==> src/rtl/mdu_iterative.sv <==
// mdu_iterative: iterative multiply/divide unit owning the HI/LO register pair.
// Runs MULT/MULTU, MADD/MADDU, MSUB/MSUBU and DIV/DIVU one bit per cycle on a
// shared 2*DATA_W accumulator. MTHI/MTLO write HI/LO directly from IDLE.
// Ports:
//   clk, rst                  clock, synchronous active-high reset
//   start_i, op_i             request and op code (sampled only in IDLE)
//   operand_1_i, operand_2_i  multiplicand/dividend/MT source, multiplier/divisor
//   cancel_i                  abort the in-flight op, no HI/LO write
//   busy_o, done_o            stall request, one-cycle completion pulse
//   result_hi_o, result_lo_o  new HI/LO (remainder/quotient for divide), valid with done_o
//   div_by_zero_o             divide with zero divisor, valid with done_o
//   hi_o, lo_o                architectural HI/LO contents
module mdu_iterative #(
  parameter int unsigned DATA_W = 32,
  parameter int unsigned CNT_W  = 6
) (
  input  logic              clk,
  input  logic              rst,
  input  logic              start_i,
  input  logic [3:0]        op_i,
  input  logic [DATA_W-1:0] operand_1_i,
  input  logic [DATA_W-1:0] operand_2_i,
  input  logic              cancel_i,
  output logic              busy_o,
  output logic              done_o,
  output logic [DATA_W-1:0] result_hi_o,
  output logic [DATA_W-1:0] result_lo_o,
  output logic              div_by_zero_o,
  output logic [DATA_W-1:0] hi_o,
  output logic [DATA_W-1:0] lo_o
);
  localparam int unsigned      PW   = 2 * DATA_W;
  localparam logic [CNT_W-1:0] LAST = CNT_W'(DATA_W - 1);

  typedef enum logic [1:0] {S_IDLE, S_CALC, S_FINISH} state_e;
  state_e state_q, state_d;

  logic [2:0]        op_q, op_d;
  logic [CNT_W-1:0]  cnt_q, cnt_d;
  logic [DATA_W-1:0] mcand_q, mcand_d;   // multiplicand or divisor magnitude
  logic [PW-1:0]     acc_q, acc_d;       // {prod_hi, prod_lo} or {remainder, quotient}
  logic              neg_lo_q, neg_lo_d; // negate product / quotient
  logic              neg_hi_q, neg_hi_d; // negate remainder
  logic              dbz_q, dbz_d;
  logic [DATA_W-1:0] hi_q, hi_d, lo_q, lo_d;

  // Request decode and operand magnitudes
  logic              signed_op, a_neg, b_neg, is_div_in, div0_in, launch, mt_write;
  logic [DATA_W-1:0] mag_a, mag_b;
  always_comb begin
    signed_op = ~op_i[0];
    a_neg     = signed_op & operand_1_i[DATA_W-1];
    b_neg     = signed_op & operand_2_i[DATA_W-1];
    mag_a     = a_neg ? (~operand_1_i + DATA_W'(1)) : operand_1_i;
    mag_b     = b_neg ? (~operand_2_i + DATA_W'(1)) : operand_2_i;
    is_div_in = (op_i[3:1] == 3'b011);
    div0_in   = is_div_in & (operand_2_i == '0);
    launch    = (state_q == S_IDLE) & start_i & ~cancel_i & ~op_i[3];
    mt_write  = (state_q == S_IDLE) & start_i & ~cancel_i & (op_i[3:1] == 3'b100);
  end

  // Sign fix and HI/LO accumulation, applied in FINISH
  logic [PW-1:0]     prod_s, hilo, mul_res;
  logic [DATA_W-1:0] quo_s, rem_s, fin_hi, fin_lo;
  always_comb begin
    prod_s = neg_lo_q ? (~acc_q + PW'(1)) : acc_q;
    hilo   = {hi_q, lo_q};
    quo_s  = neg_lo_q ? (~acc_q[DATA_W-1:0] + DATA_W'(1)) : acc_q[DATA_W-1:0];
    rem_s  = neg_hi_q ? (~acc_q[PW-1:DATA_W] + DATA_W'(1)) : acc_q[PW-1:DATA_W];
    case (op_q[2:1])
      2'b01:   mul_res = hilo + prod_s;
      2'b10:   mul_res = hilo - prod_s;
      default: mul_res = prod_s;
    endcase
    if (op_q[2:1] == 2'b11) begin
      fin_hi = rem_s;
      fin_lo = quo_s;
    end else begin
      fin_hi = mul_res[PW-1:DATA_W];
      fin_lo = mul_res[DATA_W-1:0];
    end
  end

  // State register
  always_ff @(posedge clk) begin
    if (rst) state_q <= S_IDLE;
    else     state_q <= state_d;
  end

  // Next state; a zero divisor bypasses CALC
  always_comb begin
    state_d = state_q;
    case (state_q)
      S_IDLE:   if (launch) state_d = div0_in ? S_FINISH : S_CALC;
      S_CALC: begin
        if (cancel_i)           state_d = S_IDLE;
        else if (cnt_q == LAST) state_d = S_FINISH;
      end
      S_FINISH: state_d = S_IDLE;
      default:  state_d = S_IDLE;
    endcase
  end

  // Outputs decoded from state
  always_comb begin
    busy_o        = (state_q != S_IDLE);
    done_o        = (state_q == S_FINISH);
    div_by_zero_o = (state_q == S_FINISH) & dbz_q;
    result_hi_o   = (state_q == S_FINISH) ? fin_hi : '0;
    result_lo_o   = (state_q == S_FINISH) ? fin_lo : '0;
  end

  // Datapath next state: one shift-add or restoring-divide step per CALC cycle
  logic [DATA_W:0] mul_sum, div_trial;
  always_comb begin
    op_d     = op_q;
    cnt_d    = cnt_q;
    mcand_d  = mcand_q;
    acc_d    = acc_q;
    neg_lo_d = neg_lo_q;
    neg_hi_d = neg_hi_q;
    dbz_d    = dbz_q;
    hi_d     = hi_q;
    lo_d     = lo_q;
    mul_sum   = {1'b0, acc_q[PW-1:DATA_W]} + (acc_q[0] ? {1'b0, mcand_q} : '0);
    div_trial = {acc_q[PW-1:DATA_W], acc_q[DATA_W-1]} - {1'b0, mcand_q};
    case (state_q)
      S_IDLE: begin
        if (launch) begin
          op_d  = op_i[2:0];
          cnt_d = '0;
          dbz_d = div0_in;
          if (div0_in) begin
            // Raw result: HI = dividend, LO = all ones, no sign fix
            acc_d    = {operand_1_i, {DATA_W{1'b1}}};
            neg_lo_d = 1'b0;
            neg_hi_d = 1'b0;
          end else if (is_div_in) begin
            mcand_d  = mag_b;
            acc_d    = {{DATA_W{1'b0}}, mag_a};
            neg_lo_d = a_neg ^ b_neg;
            neg_hi_d = a_neg;
          end else begin
            mcand_d  = mag_a;
            acc_d    = {{DATA_W{1'b0}}, mag_b};
            neg_lo_d = a_neg ^ b_neg;
            neg_hi_d = 1'b0;
          end
        end
        if (mt_write) begin
          if (op_i[0]) lo_d = operand_1_i;
          else         hi_d = operand_1_i;
        end
      end
      S_CALC: begin
        cnt_d = cnt_q + CNT_W'(1);
        if (op_q[2:1] == 2'b11) begin
          // Quotient bit is 1 when the trial subtract does not borrow
          if (!div_trial[DATA_W]) acc_d = {div_trial[DATA_W-1:0], acc_q[DATA_W-2:0], 1'b1};
          else                    acc_d = {acc_q[PW-2:0], 1'b0};
        end else begin
          acc_d = {mul_sum, acc_q[DATA_W-1:1]};
        end
      end
      S_FINISH: begin
        if (!cancel_i) begin
          hi_d = fin_hi;
          lo_d = fin_lo;
        end
      end
      default: ;
    endcase
  end

  // Datapath registers
  always_ff @(posedge clk) begin
    if (rst) begin
      op_q     <= '0;
      cnt_q    <= '0;
      mcand_q  <= '0;
      acc_q    <= '0;
      neg_lo_q <= 1'b0;
      neg_hi_q <= 1'b0;
      dbz_q    <= 1'b0;
      hi_q     <= '0;
      lo_q     <= '0;
    end else begin
      op_q     <= op_d;
      cnt_q    <= cnt_d;
      mcand_q  <= mcand_d;
      acc_q    <= acc_d;
      neg_lo_q <= neg_lo_d;
      neg_hi_q <= neg_hi_d;
      dbz_q    <= dbz_d;
      hi_q     <= hi_d;
      lo_q     <= lo_d;
    end
  end

  assign hi_o = hi_q;
  assign lo_o = lo_q;

endmodule

==> config.mk <==
export PLATFORM = sky130hd
export DESIGN_NAME = mdu_iterative
export DESIGN_NICKNAME = d
export VERILOG_FILES = /design/src/rtl/mdu_iterative.sv
export SDC_FILE = /design/constraint.sdc
export NUM_CORES = 1
export LEC_CHECK = 0
export CELL_PAD_IN_SITES_DETAIL_PLACEMENT = 2
export CELL_PAD_IN_SITES_GLOBAL_PLACEMENT = 2
export CORE_MARGIN = 8
export CORE_UTILIZATION = 34
export CTS_BUF_LIST = sky130_fd_sc_hd__clkbuf_16
export DETAILED_ROUTE_END_ITERATION = 8
export GPL_TIMING_DRIVEN = 1
export MAX_ROUTING_LAYER = met4
export PLACE_DENSITY = 0.92
export SETUP_SLACK_MARGIN = 0.1
export SLEW_MARGIN = 30
export SYNTH_ARGS = -nofsm -noshare
export SYNTH_HDL_FRONTEND = slang
export SYNTH_SLANG_ARGS = --single-unit
==> constraint.sdc <==
create_clock -name clk -period 9.6 [get_ports clk]
set_clock_uncertainty 0.05 [all_clocks]
set_input_delay 0.96 -clock clk [delete_from_list [all_inputs] [get_ports clk]]
set_output_delay 0.96 -clock clk [all_outputs]
set_load 0.005 [all_outputs]
Word-level counts from Yosys, hierarchy flattened
Index checks and enable logic that the tools add are counted.

storage, ports and cells
  flip-flop bits (word level) = 174
  input bits = 72
  word-level logic and storage cells = 99
  output and inout bits = 131

operators by class
  eq/ne operators = 14
  $add $sub $neg = 10
  bitwise gates (word level) = 18
  reduce and logical (&&, ||, !) cells = 11
  multiplexer cells = 36

operators by type and width
  operator                                                               count
  32-bit 2-to-1 mux                                                      17
  64-bit 2-to-1 mux                                                      5
  64-bit case mux with 2 select lines                                    2
  32-bit by 1-bit adder with 32-bit output, second input constant        4
  32-bit inverter                                                        4
  32-bit case mux with 2 select lines                                    2
  64-bit by 1-bit adder with 64-bit output, second input constant        1
  64-bit adder                                                           1
  64-bit inverter                                                        1
  64-bit subtractor                                                      1
  32-bit by 32-bit adder with 33-bit output                              1
  33-bit by 32-bit subtractor with 33-bit output                         1
  32-bit zero test                                                       1
  6-bit case mux with 2 select lines                                     1
  2-bit != test, second input constant                                   5
  1-bit AND                                                              8
  2-bit 2-to-1 mux                                                       4
  4-bit AND reduction                                                    2
  6-bit by 1-bit adder with 6-bit output, second input constant          1
  2-bit equality test, second input constant                             3
  6-bit by 5-bit equality test with 1-bit output, second input constant  1
  6-bit 2-to-1 mux                                                       1
  2-bit AND reduction                                                    3
  2-bit nonzero test                                                     3
  10 further kinds                                                       16

Depth between registers and ports, before layout
  depth in word-level cells = 8
  mapped depth = 30
  gate-level depth less buffers = 27

Worst setup path after synthesis
OpenSTA, ideal clock, no wires.

  path type = flip-flop to output port
  start = reg acc_q[0]
  end = out result_hi_o[29]
  slack = 1,894 ps
  required time = 8,590 ps
  buffers on the path = 4
  arrival time = 6,696 ps
  cell stages (with the launch flop) = 30
  cells stage by stage = dfxtp_1 clkbuf_1 inv_1 clkbuf_1 ha_1 or4b_1 buf_2 or4_4 or4_1 nor3_1 a21o_1 a32oi_1 nor4_1 nand2_1 nor2_1 nor2_1 xor2_1 ha_1 clkbuf_1 a21o_1 a21o_1 a221o_1 a21oi_1 a31oi_1 a21o_1 a31oi_1 o21ai_0 a221oi_1 mux2i_1 a211oi_1

on the way
  cells in the longest elaborated chain, start to end = 7
  elaborated cells on any way between the ends = 8
  classes of those cells = add/sub (3); mux (4); bitwise (1)

RTL lines
  item                                               line    source
  start: declaration                                 41      logic [PW-1:0] acc_q, acc_d;
  start signal: assignment                           181     acc_q <= '0;
  start signal: assignment                           191     acc_q <= acc_d;
  64-bit inverter                                    66      prod_s = neg_lo_q ? (~acc_q + PW'(1)) : acc_q;
  64-bit by 1-bit adder with 64-bit output           66
  64-bit 2-to-1 mux *                                66
  64-bit subtractor or 64-bit adder (tied branches)  72, 71
  64-bit case mux with 2 select lines *              70      case (op_q[2:1])
  32-bit 2-to-1 mux *                                75      if (op_q[2:1] == 2'b11) begin
  32-bit 2-to-1 mux *                                109     result_hi_o = (state_q == S_FINISH) ? fin_hi : '0;
  end: declaration                                   26      output logic [DATA_W-1:0] result_hi_o,

Mark *: on every way between the ends. The rest lies on a longest branch, timed or not.

Final worst setup path
  start = reg acc_q[0]
  end = out result_hi_o[31]

Same word-level chain as after synthesis.

==> out/qor.yml <==
run_status:
  status: "complete, no violations"
routing:
  viasPerCell: 6.95
  drc: 0
  first_iter_violations: 3390
  postRouteAntennaNets: 0
  vias: 28700
  wirelength_um: 142000
  routedWlPerCell_um: 34.3
  first_pass_iters: 6
grt:
  antenna_found_initial: 13
  met1_usage_pct: 44.3
  grt_pass1_vias: 29600
  grtUsageMet3_pct: 7.88
  use_met2_pct: 55.7
  grt-ovfl-total: 0
  grt.busiest_layer: "met2"
  grt_max_degree: 74
  grt_usage_pct: 36.8
  grt_pass1_wl_um: 202000
timing:
  slew_violations: 0
  layout_worst_path_cycle_share_pct: 99.7
  hold_violations: 0
  max_clock_freq_mhz: 104
  tightestPinTransition_ns: 1.20
  finalSetupViolCount: 0
  worst_slew_margin_rel_pct: 19.1
  post-route-min-period_ns: 9.57
clock_tree:
  root_buffer: "clkbuf_16"
  clkSlewWorstSetupHoldPaths_ns: 0.08
  cts.sinks: 173
  clk_latency_ns: 0.54
  cts_inserted_buffers: 17
  cts_tree: "built"
  htreeDepth: 4
  cts_max_path_buffers: 2
die:
  coreArea_um2: 64300
  dieHeight_um: 271
  row_count: 93
  floorplan.die_area_um2: 73400
  die_x_um: 271
  pin_count: 203
  start_util_pct: 34.3
pwr:
  p_sw_mw: 1.48
  power_leakage_nw: 9.73
  clockPowerShare_pct: 26.0
  vdd_drop_max_mv: 0.138
  switching_share_pct: 48.7
  pwr-share-seq_pct: 27.3
  power.internal_mw: 1.56
  combPwrFrac_pct: 46.8
  power_density_nw_per_um2: 119
synthesis:
  ys_seq_area_share_pct: 15.7
  synthArstFlopShare_pct: 0
  ys.flop_type: "dfxtp_1"
  ys_ff_latch: 173
  syn_area_um2: 22100
  yosys_warnings: 0
  syn_inst: 3210
  syn-num-nets: 3420
  syn_avg_cell_area_um2: 6.88
  synth_edf_count: 0
  synth_cell_types: 87
min_path:
  holdPathEnd: "mcand_q[22]"
  hold_path_depth: 2
  min_from: "mcand_q[22]"
  hold_class: "flop to flop"
setup_path:
  cp-start-kind: "flop"
  cpPeakStageDelay_ns: 0.69
  cp_slowest_cell: "a211oi_1"
  required_ns: 8.59
  path_class: "flop to primary output"
  endpoint_kind: "primary output"
  cp_max_fo: 13
  worstPathArrival_ns: 8.56
  reg2reg_slack_ns: 1.70
  r2r-start: "acc_q[0]"
  rr_worst_depth: 25
  r2r_end: "hi_o[31]"
finish:
  final_cell_mix: "406 x a21oi_1, 341 x nand2_1, 272 x nor2_1, 221 x o21ai_0, 200 x clkdlybuf4s50_1"
  final_cell_count_no_fill: 4138
  nets: 3462
  syn_to_final_growth_pct: 15.7
  drive_gt1_share_pct: 6.03
  final_util_pct: 39.7
  final_common_cell: "a21oi_1"
place:
  finalWeightedCongestion: 0.951
  io_buffers: 202
  dpl.cell_count: 4083
  detailed_place_hpwl_um: 95900
flow_run:
  max-cap-violations: 0
[power groups by stage]
stage | Clock (mW) | Combinational (mW) | Sequential [mW]
final | 0.791 | 1.42 | 0.830
after global routing | 0.814 | 1.46 | 0.827
after CTS | 0.793 | 1.31 | 0.817
after detailed placement | 0 | 1.25 | 0.830
after global placement | 0 | 1.17 | 0.824
after floorplan | 0 | 0.852 | 0.779
[cell families (layout without fill, tap and decap cells)]
group                    count (synthesis)  count (layout)  synth area share (%)
flip-flops                             173             173                  15.7
other                                    0              18                     0
AO/OA/AOI/OAI                         1137            1137                  32.3
XOR/XNOR                               311             311                  12.4
adder cells (fa/ha/maj)                138             138                  7.92
AND/OR/NAND/NOR                       1062            1062                  23.3
buffers and inverters                  330             385                  5.73
multiplexers                            59              59                  2.76
[synth_stat cells (8+ instances only)]
cell,n,area share [%]
a21oi_1,406,9.2
nand2_1,341,5.8
nor2_1,276,4.7
o21ai_0,223,5.1
clkbuf_1,207,3.5
dfxtp_1,173,16
xor2_1,162,6.4
xnor2_1,148,5.9
ha_1,135,7.6
inv_1,95,1.6
nand3_1,80,1.8
a211oi_1,72,2.4
a21o_1,70,2.4
o31ai_1,65,2.2
a31oi_1,58,1.6
nor3_1,54,1.2
mux2i_1,44,2.0
and3_1,38,1.1
nand2b_1,36,1.0
nor2b_1,35,0.99
o21a_1,33,1.1
o211ai_1,31,1.1
nand4_1,30,0.85
nor4_1,30,0.85
and2_1,22,0.62
or4_1,22,0.75
o221a_2,21,1.1
o22ai_1,20,0.57
buf_1,19,0.32
a21boi_0,17,0.58
and4_1,16,0.63
or3_1,16,0.45
mux2_2,15,0.76
o21bai_1,15,0.51
a311oi_1,14,0.55
or2_2,14,0.40
o41ai_1,13,0.52
nor3b_1,11,0.37
a41oi_1,9,0.36
nand3b_1,9,0.31
a221o_1,8,0.36
[metal layers]
metal	up-vias	part of all wire [%]
met5	-	0
met4	0	8.0
li1	11800	-
met3	688	10
met2	2004	44
met1	14300	38
[worst max-delay path, delay by kind of cell, from the launching register on]
family	cells	cell delay [ns]
and+or+nand+nor	9	2.95
AOI/OAI and AO/OA	9	2.55
buffers and inverters	3	0.92
adders and majority gates	2	0.74
DFF	1	0.42
muxes	1	0.23
xor gates and xnor gates	1	0.21
[through the flow]
| step | hold slack, ns | setup TNS, ns | total power, mW | instance area (um2) | setup slack [ns] |
|---|---|---|---|---|---|
| global placement | 0.390 | 0 | 2.00 | 24700 | 0.977 |
| global route | 0.443 | -0.358 | 3.10 | 25600 | -0.107 |
| finish | 0.416 | 0 | 3.05 | 25600 | 0.0291 |
| CTS | 0.418 | 0 | 2.93 | 25400 | 0.0992 |
| detailed placement | 0.408 | 0 | 2.08 | 24700 | 0.422 |
| floorplan | 0.382 | 0 | 1.63 | 22100 | 1.89 |
[worst max path at each step]
stage | to | start
floorplan | result_hi_o[29] | acc_q[0]
global placement | result_hi_o[29] | acc_q[0]
detailed placement | result_hi_o[29] | acc_q[0]
CTS | result_hi_o[29] | acc_q[0]
global route | result_hi_o[29] | acc_q[0]
finish | result_hi_o[31] | acc_q[0]
[timing repair]
item,in CTS,in global routing
gates resized for setup,8,17
hold buffers,0,0
endpoints found under the setup margin,13,21
pin swaps,1,1
buffers inserted,0,4
[state kept, by name, summed over array words and instances, names as in the netlist]
register  flops
state_q       2
dbz_q         1
cnt_q         6
lo_o         32
op_q          2
acc_q        64
mcand_q      32
hi_o         32
neg_lo_q      1
neg_hi_q      1
[final cells by class]
type | count | area (um2)
multi-input cells | 2707 | 17600
diodes | 18 | 45.0
inverters | 96 | 360
repair buffers | 257 | 2430
well taps | 855 | 1070
clock buffers | 17 | 425
clock inverters | 15 | 183
flip-flops and latches | 173 | 3470
fillers | 7395 | 38800
Note: power is estimated with default switching activity, not from simulation.
